### src/rtl/riscv_pkg.sv
// Shared RISC-V decode types: unit encodings, forwarding channel and decoded
// instruction fields.
package riscv_pkg;

  localparam int XLEN         = 32;
  localparam int NB_UNIT      = 2;
  localparam int NB_OPERATION = 4;

  localparam logic [NB_UNIT-1:0] UNIT_ALU = 2'd0;
  localparam logic [NB_UNIT-1:0] UNIT_LSU = 2'd1;
  localparam logic [NB_UNIT-1:0] UNIT_BRU = 2'd2;
  localparam logic [NB_UNIT-1:0] UNIT_CSR = 2'd3;

  typedef struct packed {
    logic            valid;
    logic            rdy;
    logic [4:0]      adr;
    logic [XLEN-1:0] data;
  } ff_chan_t;

  typedef struct packed {
    logic                    rs1_v;
    logic [4:0]              rs1_adr;
    logic                    rs2_v;
    logic [4:0]              rs2_adr;
    logic                    rd_v;
    logic [4:0]              rd_adr;
    logic                    csr_rd;
    logic                    csr_wbk;
    logic [11:0]             csr_adr;
    logic [XLEN-1:0]         imm;
    logic                    rs2_is_immediat;
    logic                    rs2_is_csr;
    logic                    auipc;
    logic                    unsign;
    logic                    csr_clear;
    logic                    rs2_ca2_v;
    logic [2:0]              access_size;
    logic                    unsign_ext;
    logic [NB_UNIT-1:0]      unit;
    logic [NB_OPERATION-1:0] operation;
  } dec_t;

endpackage

### src/rtl/decoder.sv
// Combinational RV32I/Zicsr field decoder feeding the decode stage.
module decoder
  import riscv_pkg::*;
(
  input  logic [XLEN-1:0] instr,
  output dec_t            dec
);

  logic [6:0]      opc;
  logic [2:0]      f3;
  logic [XLEN-1:0] i_imm, s_imm, b_imm, u_imm, j_imm;

  assign opc   = instr[6:0];
  assign f3    = instr[14:12];
  assign i_imm = {{(XLEN-12){instr[31]}}, instr[31:20]};
  assign s_imm = {{(XLEN-12){instr[31]}}, instr[31:25], instr[11:7]};
  assign b_imm = {{(XLEN-12){instr[31]}}, instr[7], instr[30:25], instr[11:8], 1'b0};
  assign u_imm = {instr[31:12], 12'b0};
  assign j_imm = {{(XLEN-20){instr[31]}}, instr[19:12], instr[20], instr[30:21], 1'b0};

  always_comb begin
    dec           = '0;
    dec.rs1_adr   = instr[19:15];
    dec.rs2_adr   = instr[24:20];
    dec.rd_adr    = instr[11:7];
    dec.operation = {1'b0, f3};
    case (opc)
      7'b0110011: begin
        dec.rs1_v     = 1'b1;
        dec.rs2_v     = 1'b1;
        dec.rd_v      = 1'b1;
        dec.operation = {instr[30], f3};
        dec.unsign    = (f3 == 3'b011);
        dec.rs2_ca2_v = ((f3 == 3'b000) && instr[30]) || (f3[2:1] == 2'b01);
      end
      7'b0010011: begin
        dec.rs1_v           = 1'b1;
        dec.rd_v            = 1'b1;
        dec.rs2_is_immediat = 1'b1;
        dec.imm             = i_imm;
        dec.operation       = {(f3 == 3'b101) && instr[30], f3};
        dec.unsign          = (f3 == 3'b011);
        dec.rs2_ca2_v       = (f3[2:1] == 2'b01);
      end
      7'b0110111, 7'b0010111: begin
        dec.rs1_adr         = 5'd0;
        dec.rd_v            = 1'b1;
        dec.rs2_is_immediat = 1'b1;
        dec.imm             = u_imm;
        dec.auipc           = opc[5] == 1'b0;
      end
      7'b0000011: begin
        dec.rs1_v           = 1'b1;
        dec.rd_v            = 1'b1;
        dec.rs2_is_immediat = 1'b1;
        dec.imm             = i_imm;
        dec.unit            = UNIT_LSU;
        dec.access_size     = {1'b0, f3[1:0]};
        dec.unsign_ext      = f3[2];
      end
      7'b0100011: begin
        dec.rs1_v       = 1'b1;
        dec.rs2_v       = 1'b1;
        dec.imm         = s_imm;
        dec.unit        = UNIT_LSU;
        dec.access_size = {1'b0, f3[1:0]};
      end
      7'b1100011: begin
        dec.rs1_v     = 1'b1;
        dec.rs2_v     = 1'b1;
        dec.imm       = b_imm;
        dec.unit      = UNIT_BRU;
        dec.unsign    = f3[1];
        dec.rs2_ca2_v = 1'b1;
      end
      7'b1101111: begin
        dec.rs1_adr = 5'd0;
        dec.rd_v    = 1'b1;
        dec.imm     = j_imm;
        dec.unit    = UNIT_BRU;
        dec.auipc   = 1'b1;
      end
      7'b1100111: begin
        dec.rs1_v = 1'b1;
        dec.rd_v  = 1'b1;
        dec.imm   = i_imm;
        dec.unit  = UNIT_BRU;
      end
      7'b1110011: begin
        if (f3 != 3'b000) begin
          // immediate CSR forms carry zimm in the rs1 field, so no register read
          dec.rs1_v      = ~f3[2];
          dec.rs1_adr    = f3[2] ? 5'd0 : instr[19:15];
          dec.rd_v       = 1'b1;
          dec.csr_rd     = 1'b1;
          dec.csr_wbk    = 1'b1;
          dec.csr_adr    = instr[31:20];
          dec.rs2_is_csr = 1'b1;
          dec.csr_clear  = (f3[1:0] == 2'b11);
          dec.unit       = UNIT_CSR;
        end
      end
      default: ;
    endcase
  end

endmodule

### src/rtl/ff_sel.sv
// Priority matcher over forwarding channels; channel 0 (youngest) wins.
module ff_sel
  import riscv_pkg::*;
#(
  parameter int NB_FF = 2
) (
  input  logic                  src_v,
  input  logic [4:0]            src_adr,
  input  ff_chan_t [NB_FF-1:0]  ch,
  output logic                  hit,
  output logic                  rdy,
  output logic [XLEN-1:0]       data
);

  always_comb begin
    hit  = 1'b0;
    rdy  = 1'b0;
    data = '0;
    for (int n = NB_FF - 1; n >= 0; n--) begin
      if (src_v && ch[n].valid && (ch[n].adr == src_adr) && (src_adr != 5'd0)) begin
        hit  = 1'b1;
        rdy  = ch[n].rdy;
        data = ch[n].data;
      end
    end
  end

endmodule

### src/rtl/dec_pipe.sv
// Decode stage: operand forwarding, hazard interlock, qualified operands and
// a single output register toward execute.
module dec_pipe #(
  parameter int XLEN  = 32,
  parameter int NB_FF = 2,
  parameter bit FF_EN = 1'b1,
  parameter int CNT_W = 16
) (
  input  logic                              clk,
  input  logic                              reset,
  input  logic                              if_valid_i,
  output logic                              if_ready_o,
  input  logic [XLEN-1:0]                   instr_i,
  input  logic [XLEN-1:0]                   pc_i,
  output logic [4:0]                        rfr_rs1_adr_o,
  output logic [4:0]                        rfr_rs2_adr_o,
  input  logic [XLEN-1:0]                   rf_rs1_data_i,
  input  logic [XLEN-1:0]                   rf_rs2_data_i,
  output logic [11:0]                       csr_adr_o,
  input  logic [XLEN-1:0]                   csr_data_i,
  input  logic [NB_FF-1:0]                  ff_valid_i,
  input  logic [NB_FF-1:0]                  ff_rdy_i,
  input  logic [5*NB_FF-1:0]                ff_rd_adr_i,
  input  logic [XLEN*NB_FF-1:0]             ff_data_i,
  input  logic                              flush_i,
  output logic                              exe_valid_o,
  input  logic                              exe_ready_i,
  output logic [XLEN-1:0]                   pc_q_o,
  output logic                              rd_v_q_o,
  output logic [4:0]                        rd_adr_q_o,
  output logic                              csr_wbk_q_o,
  output logic [11:0]                       csr_adr_q_o,
  output logic [XLEN:0]                     rs1_data_qual_q_o,
  output logic [XLEN:0]                     rs2_data_qual_q_o,
  output logic [XLEN-1:0]                   branch_imm_q_o,
  output logic [2:0]                        access_size_q_o,
  output logic                              unsign_ext_q_o,
  output logic [riscv_pkg::NB_UNIT-1:0]      unit_q_o,
  output logic [riscv_pkg::NB_OPERATION-1:0] operation_q_o,
  output logic [CNT_W-1:0]                  stall_cnt_o
);

  riscv_pkg::dec_t                 dec;
  riscv_pkg::ff_chan_t [NB_FF-1:0] ch;
  logic            s1_hit, s1_rdy, s2_hit, s2_rdy;
  logic [XLEN-1:0] s1_data, s2_data, rs1_raw, rs2_raw;
  logic [XLEN:0]   rs1_qual, rs2_ext, rs2_qual;
  logic            hazard, load, accept;

  decoder u_dec (.instr(instr_i), .dec(dec));

  assign rfr_rs1_adr_o = dec.rs1_adr;
  assign rfr_rs2_adr_o = dec.rs2_adr;
  assign csr_adr_o     = dec.csr_rd ? dec.csr_adr : 12'd0;

  always_comb begin
    for (int n = 0; n < NB_FF; n++) begin
      ch[n].valid = ff_valid_i[n];
      ch[n].rdy   = ff_rdy_i[n];
      ch[n].adr   = ff_rd_adr_i[5*n +: 5];
      ch[n].data  = ff_data_i[XLEN*n +: XLEN];
    end
  end

  ff_sel #(.NB_FF(NB_FF)) u_sel_rs1 (
    .src_v(dec.rs1_v), .src_adr(dec.rs1_adr), .ch(ch),
    .hit(s1_hit), .rdy(s1_rdy), .data(s1_data)
  );

  ff_sel #(.NB_FF(NB_FF)) u_sel_rs2 (
    .src_v(dec.rs2_v), .src_adr(dec.rs2_adr), .ch(ch),
    .hit(s2_hit), .rdy(s2_rdy), .data(s2_data)
  );

  // without forwarding any pending producer must retire through the RF first
  assign hazard = if_valid_i & ((s1_hit & (~s1_rdy | ~FF_EN)) |
                                (s2_hit & (~s2_rdy | ~FF_EN)));

  assign rs1_raw = ((s1_hit && FF_EN) ? s1_data : rf_rs1_data_i) |
                   (dec.auipc ? pc_i : '0);

  always_comb begin
    if (dec.rs2_is_immediat)   rs2_raw = dec.imm;
    else if (dec.rs2_is_csr)   rs2_raw = csr_data_i;
    else if (s2_hit && FF_EN)  rs2_raw = s2_data;
    else                       rs2_raw = rf_rs2_data_i;
  end

  assign rs1_qual = {~dec.unsign & rs1_raw[XLEN-1], dec.csr_clear ? ~rs1_raw : rs1_raw};
  assign rs2_ext  = {~dec.unsign & rs2_raw[XLEN-1], rs2_raw};
  assign rs2_qual = dec.rs2_ca2_v ? (~rs2_ext + 1'b1) : rs2_ext;

  assign load       = ~exe_valid_o | exe_ready_i;
  assign if_ready_o = ~reset & load & ~hazard & ~flush_i;
  assign accept     = if_valid_i & if_ready_o;

  always_ff @(posedge clk or posedge reset) begin
    if (reset) begin
      exe_valid_o       <= 1'b0;
      pc_q_o            <= '0;
      rd_v_q_o          <= 1'b0;
      rd_adr_q_o        <= '0;
      csr_wbk_q_o       <= 1'b0;
      csr_adr_q_o       <= '0;
      rs1_data_qual_q_o <= '0;
      rs2_data_qual_q_o <= '0;
      branch_imm_q_o    <= '0;
      access_size_q_o   <= '0;
      unsign_ext_q_o    <= 1'b0;
      unit_q_o          <= '0;
      operation_q_o     <= '0;
      stall_cnt_o       <= '0;
    end else begin
      if (flush_i)   exe_valid_o <= 1'b0;
      else if (load) exe_valid_o <= accept;
      if (accept) begin
        pc_q_o            <= pc_i;
        rd_v_q_o          <= dec.rd_v;
        rd_adr_q_o        <= dec.rd_adr;
        csr_wbk_q_o       <= dec.csr_wbk;
        csr_adr_q_o       <= dec.csr_adr;
        rs1_data_qual_q_o <= rs1_qual;
        rs2_data_qual_q_o <= rs2_qual;
        branch_imm_q_o    <= dec.imm;
        access_size_q_o   <= dec.access_size;
        unsign_ext_q_o    <= dec.unsign_ext;
        unit_q_o          <= dec.unit;
        operation_q_o     <= dec.operation;
      end
      if (hazard && !flush_i && (stall_cnt_o != '1))
        stall_cnt_o <= stall_cnt_o + 1'b1;
    end
  end

endmodule

### config.mk
export PLATFORM = sky130hd
export DESIGN_NAME = dec_pipe
export DESIGN_NICKNAME = d
export VERILOG_FILES = /design/src/rtl/riscv_pkg.sv /design/src/rtl/decoder.sv /design/src/rtl/ff_sel.sv /design/src/rtl/dec_pipe.sv
export SDC_FILE = /design/constraint.sdc
export NUM_CORES = 1
export LEC_CHECK = 0
export CAP_MARGIN = 30
export CORE_AREA = 2 2 174 176
export CTS_CLUSTER_SIZE = 10
export DETAILED_ROUTE_END_ITERATION = 12
export DIE_AREA = 0 0 176 178
export PLACE_DENSITY = 0.84
export SETUP_SLACK_MARGIN = 0.15
export SYNTH_ARGS = -nofsm -noshare
export SYNTH_HDL_FRONTEND = slang
export SYNTH_SLANG_ARGS = --single-unit
### constraint.sdc
create_clock -name clk -period 5.5 [get_ports clk]
set_input_delay 0.55 -clock clk [delete_from_list [all_inputs] [get_ports clk]]
set_output_delay 0.55 -clock clk [all_outputs]
set_load 0.01 [all_outputs]
==> summary.md, run 1 <==
| Metric | Value |
|---|---|
| R2R Setup Slk | 2710 ps |
| Top_reg_cell synth | dfrtp_1 |
| Final nets | 1945 |
| Drt drc | 0 |
| DRT Wirelength | 51.8 mm |
| HP Class | reg2reg |
| Status | complete, no violations |
| Worst reg2reg path depth | 10 |
| Tightest Pin Transition | 959 ps |
| Slowest cell on crit path | clkdlybuf4s50_1 |
| Die Y | 178 um |
| Wirelength per Cell | 24.6 um |
| CTS H-tree lvls | 4 |
| Sink Count | 175 |
| Worst R2R Start | stall_cnt_o[2]$_DFFE_PP0P_ |
| Critical path capture point | if_ready_o |
| Post-DP Area | 0.0157 mm2 |
| I/O Pins | 442 |
| M3 GR Usage | 8.40% |
| Final antenna-violating net count | 0 |
| Leakage | 0.00671 uW |
| Post-DP HPWL | 39.9 mm |
| Cell Chain, Critical Path | clkdlybuf4s50_1 -> and4b_1 -> o21ba_1 -> buf_4 -> a21oi_1 -> a2111oi_0 -> o221a_2 -> nor3b_1 -> a211o_1 -> nand2_1 -> and2_1 -> clkdlybuf4s50_1 |
| Tmin final | 4720 ps |
| Grt met1 use | 39.3% |
| Worst path top cell family by delay | buffers and inverters |
| CTS Root Cell | clkbuf_16 |
| Slew HR | 35.8% |
| CP required | 4950 ps |
| Cell mode on critical path | clkdlybuf4s50_1 |
| Slew Limit Fails | 0 |
| Number of global-route vias before repair | 11800 |
| Clk pin slew, worst setup/hold paths | 70 ps |
| RSZ-0062 raised after global routing | false |
| Die width | 176 um |
| # setup viols final | 0 |
| R2r endpoint | stall_cnt_o[1]$_DFFE_PP0P_ |
| Mapped Cells | 1315 |
| CTS tree | built |
| CP startpoint kind | primary input |
| Post-Syn Area | 0.0110 mm2 |
| Maxcap violations | 0 |
| Number of synthesized flops with an enable pin | 0 |
| Pin count of the biggest net entering global routing | 134 |
| Clk_skew | 8.77 ps |
| Library cells used by synthesis | 86 |
| Pwr/cell area | 238 mW/mm2 |
| Global Route Usage Sum | 32.5% |
| DR pass1 iterations | 5 |
| Worst path bufs/invs | 3 |
| Final-report hold violation count | 0 |
| Critical Path Fanout Max | 17 |
| DR iter-0 viols | 1025 |
| Gpl congestion | 0.988 |
| Worst-skew pair later-pin latency | 460 ps |
| Seq cells post-synth | 175 |
| Initial cell density of the core | 37.4% |
| Critical Path Stages | 12 |
| Vias/cell | 5.74 |
| Total grt overflow | 0 |
| Slowest stage delay, CP | 800 ps |
| Commonest non-fill, non-tap cell in the layout | clkdlybuf4s50_1 |
| Fraction of layout cells with a size suffix above 1 | 6.95% |
| Ys async rst share | 100% |
| Core Region | 0.0294 mm2 |
| Peak supply drop | 0.000161 V |
| First-pass GRT wire length | 75.2 mm |
| Syn_nets | 1560 |
| Most frequent cells in the layout | clkdlybuf4s50_1 (440), nand2_1 (290), dfrtp_1 (175) |
| Crit share post-route | 85.8% |
| GR peak layer | met2 |
| Area growth from synthesis to layout | 48.8% |
| Crit path DAT | 4170 ps |
| Critical path launch point | instr_i[4] |
| Sequential area share after synthesis | 39.8% |
| Port Buf Inserts | 440 |
| Final hold slack | 477 ps |
| Peak Freq | 212 MHz |
| Crit path capture type | primary output |
| CTS Hold Buffers Added | 0 |
| CTS max path bufs | 2 |
| CTS resizes | 0 |
| Syn_area_per_cell | 8.36 um2 |
| Initial antenna violation count | 3 |
| Vias | 12100 |
| Grt met2 use | 54.7% |
| FP Rows | 63 |
| Fin area | 0.0164 mm2 |
| Critical Setup Path Class | in2out |
| Setup_tns | 0 ps |
| Post-CTS Setup Repair Bufs | 0 |
| Yosys warnings | 0 |
| CTS Buf Count | 17 |
| Layout filler cell count | 2588 |
| Die Area | 0.0313 mm2 |
| Hold path cells | 2 |
state kept, by name (all words and copies together) (netlist names):
name,cells
rs2_data_qual_q_o,33
rd_v_q_o,1
pc_q_o,32
rs1_data_qual_q_o,33
stall_cnt_o,16
csr_wbk_q_o,1
unit_q_o,2
rd_adr_q_o,5
exe_valid_o,1
access_size_q_o,2
operation_q_o,4
unsign_ext_q_o,1
branch_imm_q_o,32
csr_adr_q_o,12
routing by layer:
layer	vias to the layer above	share of wire, %
met3	117	9.4
met5	-	0.027
met4	2	4.4
li1	5414	-
met2	717	48
met1	5833	39
how the worst min path moves through the flow:
stage,startpoint,endpoint,slack (ps)
5_1_grt,pc_q_o[20]$_DFFE_PP0P_,pc_q_o[20]$_DFFE_PP0P_,500
3_3_place_gp,unit_q_o[0]$_DFFE_PP0P_,unit_q_o[0]$_DFFE_PP0P_,450
6_report,pc_q_o[0]$_DFFE_PP0P_,pc_q_o[0]$_DFFE_PP0P_,480
3_5_place_dp,branch_imm_q_o[7]$_DFFE_PP0P_,branch_imm_q_o[7]$_DFFE_PP0P_,460
2_1_floorplan,access_size_q_o[0]$_DFFE_PP0P_,access_size_q_o[0]$_DFFE_PP0P_,510
4_1_cts,pc_q_o[0]$_DFFE_PP0P_,pc_q_o[0]$_DFFE_PP0P_,480
power by group:
group          internal (uW)  total (uW)  switching (uW)
Clock                    659        1300             639
Combinational            554        1070             511
Sequential              1440        1530            95.7
Total                   2650        3900            1250
layout make-up:
type                            count  area (um2)  share of cell area (%)
Antenna cell                        2        5.00                  0.0306
Clock buffer                       17         425                    2.60
Clock inverter                     15         198                    1.21
Inverter                            9        41.3                   0.252
Multi-Input combinational cell   1019        6100                    37.3
Sequential cell                   175        4380                    26.8
Tap cell                          390         488                    2.98
Timing Repair Buffer              478        4710                    28.8
synthesized netlist by cell type, drive strengths merged, types with 10 or more instances:
cell,number,area (um2)
nand2,293,1120
dfrtp,175,4380
o21ai,146,734
clkbuf,75,282
xnor2,69,604
nor2,58,220
a21oi,50,250
nand3,38,190
buf,37,223
mux2i,37,370
a22oi,34,255
a31oi,24,165
and3,23,144
nor3,23,120
and2,22,138
xor2,22,193
o221ai,17,149
mux2,15,169
or3,10,67.6
cell families (layout without fill, tap and decap cells):
kind of cell	count (synthesis)	count (layout)	share of synthesized area (%)
and+or+nand+nor	528	528	22.8
buffers and inverters	121	519	4.89
AOI/OAI and AO/OA	345	345	20.1
DFF	175	175	39.8
adders and majority gates	2	2	0.228
muxes	52	52	4.91
other	1	3	0.0341
xor gates and xnor gates	91	91	7.25
worst register-to-register path, delay by kind of cell, from the launching register on:
kind	cells	cell delay [ps]
AO/OA/AOI/OAI	1	260
flip-flops	1	440
multiplexers	1	350
buffers and inverters	1	240
AND/OR/NAND/NOR	7	1380
through the flow:
| stage | power, uW | cells | utilization (%) | worst slack, ps |
|---|---|---|---|---|
| floorplan | 1920 | 1315 | - | 205 |
| global placement | 2600 | 2071 | 53.5 | 894 |
| detailed placement | 2610 | 2071 | 53.5 | 695 |
| CTS | 3910 | 2103 | 55.6 | 870 |
| global route | 4050 | 2104 | 55.6 | 629 |
| finish | 3900 | 2105 | 55.6 | 779 |
Power figures use the tool's default switching activity.
==> inputs of run 2 (changes only) <==
--- a/config.mk
+++ b/config.mk
@@ -6,11 +6,13 @@
 export NUM_CORES = 1
 export LEC_CHECK = 0
 export CAP_MARGIN = 30
-export CORE_AREA = 2 2 174 176
+export CELL_PAD_IN_SITES_DETAIL_PLACEMENT = 0
+export CELL_PAD_IN_SITES_GLOBAL_PLACEMENT = 1
+export CORE_UTILIZATION = 29
+export CTS_CLUSTER_DIAMETER = 100
 export CTS_CLUSTER_SIZE = 10
 export DETAILED_ROUTE_END_ITERATION = 12
-export DIE_AREA = 0 0 176 178
-export PLACE_DENSITY = 0.84
+export PLACE_DENSITY = 0.89
 export SETUP_SLACK_MARGIN = 0.15
 export SYNTH_ARGS = -nofsm -noshare
 export SYNTH_HDL_FRONTEND = slang
==> summary.md, run 2 (synthesis results as in run 1) <==
| Metric | Value |
|---|---|
| Port Buf Inserts | 440 (unchanged) |
| Drt drc | 0 (unchanged) |
| CTS Hold Buffers Added | 0 (unchanged) |
| Slowest stage delay, CP | 760 ps (-40 ps) |
| Cell mode on critical path | buf_4 |
| I/O Pins | 442 (unchanged) |
| Initial cell density of the core | 29.7% (-7.6 points) |
| RSZ-0062 raised after global routing | false |
| DR iter-0 viols | 873 (-15%) |
| Tightest Pin Transition | 950 ps (-8.83 ps) |
| # setup viols final | 0 (unchanged) |
| Peak supply drop | 0.000221 V (+37%) |
| Hold Startpoint | access_size_q_o[0]$_DFFE_PP0P_ |
| Leakage | 0.00672 uW (+0.11%) |
| Total grt overflow | 0 (unchanged) |
| Pwr/cell area | 231 mW/mm2 (-3.0%) |
| Cell Chain, Critical Path | clkdlybuf4s50_1 -> buf_4 -> xnor2_1 -> nand4_1 -> nor2_1 -> buf_4 -> o21ai_0 -> a2bb2oi_1 -> ha_1 -> and2_1 -> nand2_1 -> nor4_4 -> a31oi_1 -> xor2_1 -> o21ai_1 |
| Critical path launch point | instr_i[23] |
| Regs by FF count | rs1_data_qual_q_o x33, rs2_data_qual_q_o x33 |
| Wirelength per Cell | 24.3 um (-1.2%) |
| Slowest cell on crit path | nor2_1 |
| Die Y | 197 um (+11%) |
| CTS H-tree lvls | 4 (unchanged) |
| Layout filler cell count | 3688 (+43%) |
| Clk_skew | 10.6 ps (+1.83 ps) |
| Tmin final | 4880 ps (+157 ps) |
| Post-CTS Setup Repair Bufs | 0 (unchanged) |
| Maxcap violations | 0 (unchanged) |
| FP Rows | 70 (+11%) |
| Sink Count | 175 (unchanged) |
| Post-DP Area | 0.0159 mm2 (+1.2%) |
| Fraction of layout cells with a size suffix above 1 | 7.16% (+0.21 points) |
| Crit share post-route | 88.7% (+2.9 points) |
| DRT Wirelength | 54.1 mm (+4.6%) |
| Fin area | 0.0165 mm2 (+1.1%) |
| CP required | 5870 ps (+920 ps) |
| Worst path bufs/invs | 3 (unchanged) |
| CTS tree | built |
| Post-DP HPWL | 41.9 mm (+5.1%) |
| Vias/cell | 5.29 (-7.8%) |
| Setup_tns | 0 ps (unchanged) |
| Crit path capture type | flip-flop |
| Initial antenna violation count | 9 (+6) |
| Vias | 11800 (-2.4%) |
| Final hold slack | 478 ps (+0.0640 ps) |
| Gpl congestion | 0.907 (-8.2%) |
| Worst R2R Start | stall_cnt_o[3]$_DFFE_PP0P_ |
| Final-report hold violation count | 0 (unchanged) |
| Final nets | 1950 (+0.26%) |
| CTS Root Cell | clkbuf_16 |
| Die Area | 0.0387 mm2 (+23%) |
| Die width | 197 um (+12%) |
| Slew Limit Fails | 0 (unchanged) |
| Core Region | 0.0370 mm2 (+26%) |
| CTS max path bufs | 2 (unchanged) |
| Worst path top cell family by delay | simple AND/OR/NAND/NOR gates |
| Peak Freq | 205 MHz (-3.2%) |
| Crit path DAT | 5250 ps (+1080 ps) |
| Critical Path Fanout Max | 8 (-9) |
| Commonest non-fill, non-tap cell in the layout | clkdlybuf4s50_1 |
| First-pass GRT wire length | 77.8 mm (+3.5%) |
| Global Route Usage Sum | 27.7% (-4.7 points) |
| Slew HR | 36.7% (+0.82 points) |
| Area growth from synthesis to layout | 50.4% |
| Clk pin slew, worst setup/hold paths | 70 ps (about the same) |
| CTS Buf Count | 17 (unchanged) |
| CP startpoint kind | primary input |
| Pin count of the biggest net entering global routing | 91 (-32%) |
| CTS resizes | 0 (unchanged) |
| HP Class | reg2reg |
| Most frequent cells in the layout | clkdlybuf4s50_1 (440), nand2_1 (290), dfrtp_1 (175) |
| DR pass1 iterations | 6 (+1) |
| Worst-skew pair later-pin latency | 450 ps (about the same) |
| Status | complete, no violations |
| Number of global-route vias before repair | 11600 (-1.7%) |
| Critical Setup Path Class | in2reg |
| Final antenna-violating net count | 0 (unchanged) |
-- run 2: changes by cell type in the layout (fill, tap and decap cells not counted), moves of 2 or more --
cell        previous run  this run
clkinv_8               5         0
diode_2                2         6
clkinvlp_4             0         3
inv_6                  3         6
inv_8                  4         1
buf_4                 36        38
-- run 2: layer usage --
metal	track usage (%)	part of all wire, %	up-vias
li1	-	-	5417
met1	33.0	40	5762
met2	46.8	49	524
met3	8.23	8.1	82
met4	10.7	3.3	6
met5	0	0.059	-
-- run 2: through the flow --
stage               power (uW)  setup slack, ps  std cells  util (%)
floorplan                 1920              205       1315         -
global placement          2600              137       2187      43.0
detailed placement        2610              236       2189      43.1
CTS                       3860              653       2221      44.6
global route              3990              392       2226      44.7
finish                    3820              622       2228      44.7
-- run 2: area by class of cell --
type	count	area [um2]	area share [%]
flip-flops and latches	175	4380	26.5
inverters	9	41.3	0.250
well taps	504	631	3.82
diodes	6	15.0	0.0908
repair buffers	483	4780	28.9
clock inverters	13	128	0.772
clock buffers	19	443	2.68
multi-input cells	1019	6110	37.0
-- run 2: power breakdown --
part / switching, uW / leakage [uW] / internal [uW] / total, uW
Sequential: 88.9 / 0.00227 / 1440 / 1530
Clock: 585 / 0.000272 / 646 / 1230
Combinational: 505 / 0.00418 / 558 / 1060
Total: 1180 / 0.00672 / 2640 / 3820
-- run 2: path summary, 6_finish.rpt --
| path | depth (start not counted) | endpoint | slack (ps) |
|---|---|---|---|
| max reg2reg | 10 | stall_cnt_o[1]$_DFFE_PP0P_ | 2700 |
| min in group asynchronous | 2 | exe_valid_o$_DFFE_PP0P_ | 610 |
| min | 2 | access_size_q_o[0]$_DFFE_PP0P_ | 480 |
| min reg2reg | 2 | access_size_q_o[0]$_DFFE_PP0P_ | 480 |
| max in group asynchronous | 3 | branch_imm_q_o[16]$_DFFE_PP0P_ | 3710 |
| max | 15 | rs2_data_qual_q_o[28]$_DFFE_PP0P_ | 620 |
-- run 2: worst reg2reg max path: cells and delay by family, from the launching register on --
kind	cells	cell delay (ps)
AOI/OAI and AO/OA	1	270
buffers and inverters	1	250
DFF	1	430
muxes	1	360
and+or+nand+nor	7	1370
==> inputs of run 3 (changes only) <==
--- a/config.mk
+++ b/config.mk
@@ -8,11 +8,11 @@
 export CAP_MARGIN = 30
 export CELL_PAD_IN_SITES_DETAIL_PLACEMENT = 0
 export CELL_PAD_IN_SITES_GLOBAL_PLACEMENT = 1
-export CORE_UTILIZATION = 29
+export CORE_UTILIZATION = 32
 export CTS_CLUSTER_DIAMETER = 100
 export CTS_CLUSTER_SIZE = 10
 export DETAILED_ROUTE_END_ITERATION = 12
-export PLACE_DENSITY = 0.89
+export PLACE_DENSITY = 0.93
 export SETUP_SLACK_MARGIN = 0.15
 export SYNTH_ARGS = -nofsm -noshare
 export SYNTH_HDL_FRONTEND = slang
==> constraint.sdc (replaced) <==
create_clock -name clk -period 5.4 [get_ports clk]
set_input_delay 0.54 -clock clk [delete_from_list [all_inputs] [get_ports clk]]
set_output_delay 0.54 -clock clk [all_outputs]
set_load 0.01 [all_outputs]
==> summary.md, run 3 (synthesis results as in run 1) <==
| Metric | Value |
|---|---|
| Status | complete, no violations |
| Initial antenna violation count | 1 (-8) |
| Vias/cell | 5.47 (+3.4%) |
| Fraction of layout cells with a size suffix above 1 | 7.05% (-0.11 points) |
| First-pass GRT wire length | 78.8 mm (+1.3%) |
| Worst path bufs/invs | 2 (-1) |
| CTS resizes | 0 (unchanged) |
| R2r endpoint | stall_cnt_o[1]$_DFFE_PP0P_ |
| Peak supply drop | 0.000235 V (+6.7%) |
| Wirelength per Cell | 24.8 um (+1.9%) |
| Peak Freq | 218 MHz |
| Die Y | 187 um (-4.8%) |
| Most frequent cells in the layout | clkdlybuf4s50_1 (440), nand2_1 (290), dfrtp_1 (175) |
| Post-DP HPWL | 41.6 mm (-0.67%) |
| Layout filler cell count | 3292 (-11%) |
| Worst R2R Start | stall_cnt_o[4]$_DFFE_PP0P_ |
| Tightest Pin Transition | 1110 ps (+159 ps) |
| Pin count of the biggest net entering global routing | 126 (+38%) |
| RSZ-0062 raised after global routing | false |
| Leakage | 0.00670 uW (-0.31%) |
| Hold Startpoint | branch_imm_q_o[5]$_DFFE_PP0P_ |
| Critical Setup Path Class | in2out |
| Area growth from synthesis to layout | 49.3% |
| Slowest cell on crit path | clkdlybuf4s50_1 |
| Slew HR | 25.5% (-11 points) |
| Final antenna-violating net count | 0 (unchanged) |
| Core Region | 0.0337 mm2 (-8.8%) |
| Die Area | 0.0351 mm2 (-9.3%) |
| Regs by FF count | rs1_data_qual_q_o x33, rs2_data_qual_q_o x33 |
| Number of global-route vias before repair | 11900 (+2.6%) |
| FP Rows | 67 (-4.3%) |
| Initial cell density of the core | 32.6% (+2.9 points) |
| DR iter-0 viols | 859 (-1.6%) |
| Crit path capture type | primary output |
| Slowest stage delay, CP | 630 ps (-130 ps) |
| HP Class | reg2reg |
| CTS Root Cell | clkbuf_16 |
| Port Buf Inserts | 440 (unchanged) |
| Total grt overflow | 0 (unchanged) |
| Maxcap violations | 0 (unchanged) |
| Post-CTS Setup Repair Bufs | 0 (unchanged) |
| Final nets | 1949 (-0.051%) |
| Tmin final | 4580 ps |
| Global Route Usage Sum | 30.3% (+2.6 points) |
| CTS Hold Buffers Added | 0 (unchanged) |
| DRT Wirelength | 53.6 mm (-0.91%) |
| Hold path cells | 2 (unchanged) |
| Critical Path Fanout Max | 12 (+4) |
| Cell mode on critical path | clkdlybuf4s50_1 |
| Worst path top cell family by delay | simple AND/OR/NAND/NOR gates |
| Power Total | 3900 uW (+2.0%) |
| CTS H-tree lvls | 4 (unchanged) |
| DR pass1 iterations | 5 (-1) |
| Gpl congestion | 0.959 (+5.7%) |
| I/O Pins | 442 (unchanged) |
| CTS Buf Count | 17 (unchanged) |
| CTS tree | built |
| Final core occ | 48.7% (+4.0 points) |
| Finished Layout Cells | 2166 (-2.8%) |
| CTS max path bufs | 2 (unchanged) |
| Crit path DAT | 4040 ps (-1210 ps) |
| R2R Setup Slk | 2590 ps (-110 ps) |
| Worst-skew pair later-pin latency | 460 ps (about the same) |
| Min-Delay Endpoint | branch_imm_q_o[5]$_DFFE_PP0P_ |
| Die width | 187 um (-4.8%) |
| Commonest non-fill, non-tap cell in the layout | clkdlybuf4s50_1 |
| Worst reg2reg path depth | 10 (unchanged) |
| Number of instances in the placed design | 2133 (-2.6%) |
| Clk pin slew, worst setup/hold paths | 70 ps (about the same) |
| Cell Chain, Critical Path | clkdlybuf4s50_1 -> and4b_1 -> o21bai_1 -> and3_1 -> xor2_1 -> nor4_2 -> nor3b_1 -> a211o_1 -> nand2_1 -> and2_1 -> clkdlybuf4s50_1 |
| Clk_skew | 7.74 ps (-2.86 ps) |
| Vias | 11900 (+0.54%) |
| Setup_tns | 0 ps (unchanged) |
| Drt drc | 0 (unchanged) |
| Crit share post-route | 84.8% |
| Final-report hold violation count | 0 (unchanged) |
| Final hold slack | 472 ps (-5.31 ps) |
| Sink Count | 175 (unchanged) |
| Slew Limit Fails | 0 (unchanged) |
| CP startpoint kind | primary input |
| # setup viols final | 0 (unchanged) |
| Pwr/cell area | 237 mW/mm2 (+2.7%) |
| CP required | 4860 ps (-1010 ps) |
run 3: cell type report:
class / count / area [um2] / area share, %
Timing Repair Buffer: 482 / 4770 / 29.1
Sequential cell: 175 / 4380 / 26.7
Antenna cell: 1 / 2.50 / 0.0152
Clock inverter: 13 / 131 / 0.800
Clock buffer: 19 / 433 / 2.64
Tap cell: 448 / 561 / 3.41
Inverter: 9 / 37.5 / 0.229
Multi-Input combinational cell: 1019 / 6100 / 37.2
run 3: worst max path at each step:
stage	start	end	slack, ps	cells after the start
global route	instr_i[4]	if_ready_o	570	12
floorplan	instr_i[21]	rs2_data_qual_q_o[27]$_DFFE_PP0P_	1780	13
global placement	instr_i[4]	rs2_data_qual_q_o[14]$_DFFE_PP0P_	720	11
detailed placement	instr_i[23]	rs2_data_qual_q_o[29]$_DFFE_PP0P_	650	12
CTS	instr_i[4]	if_ready_o	870	12
finish	instr_i[6]	if_ready_o	820	11
run 3: where the power goes:
part           total [uW]  internal (uW)  switching (uW)
Combinational        1090            569             521
Clock                1250            646             602
Sequential           1560           1470            92.0
Total                3900           2680            1220
run 3: metrics by stage:
stage	worst slack (ps)	instance area, um2
finish	819	16400
global route	573	16400
CTS	866	16400
detailed placement	653	15900
global placement	718	15800
floorplan	1780	11000
run 3: routing by layer:
metal  vias up  global-route usage, %  wire length (um)
li1       5415                      -                 -
met1      5779                   37.1             21600
met2       576                   51.0             25900
met3        85                   7.15              4110
met4         0                   12.5              1950
met5         -                      0                 0
run 3: worst register-to-register path: cells and delay by family, from the launching register on:
family | cells | cell delay, ps
DFF | 1 | 420
muxes | 1 | 360
AOI/OAI and AO/OA | 1 | 260
and+or+nand+nor | 7 | 1410
buffers and inverters | 1 | 250
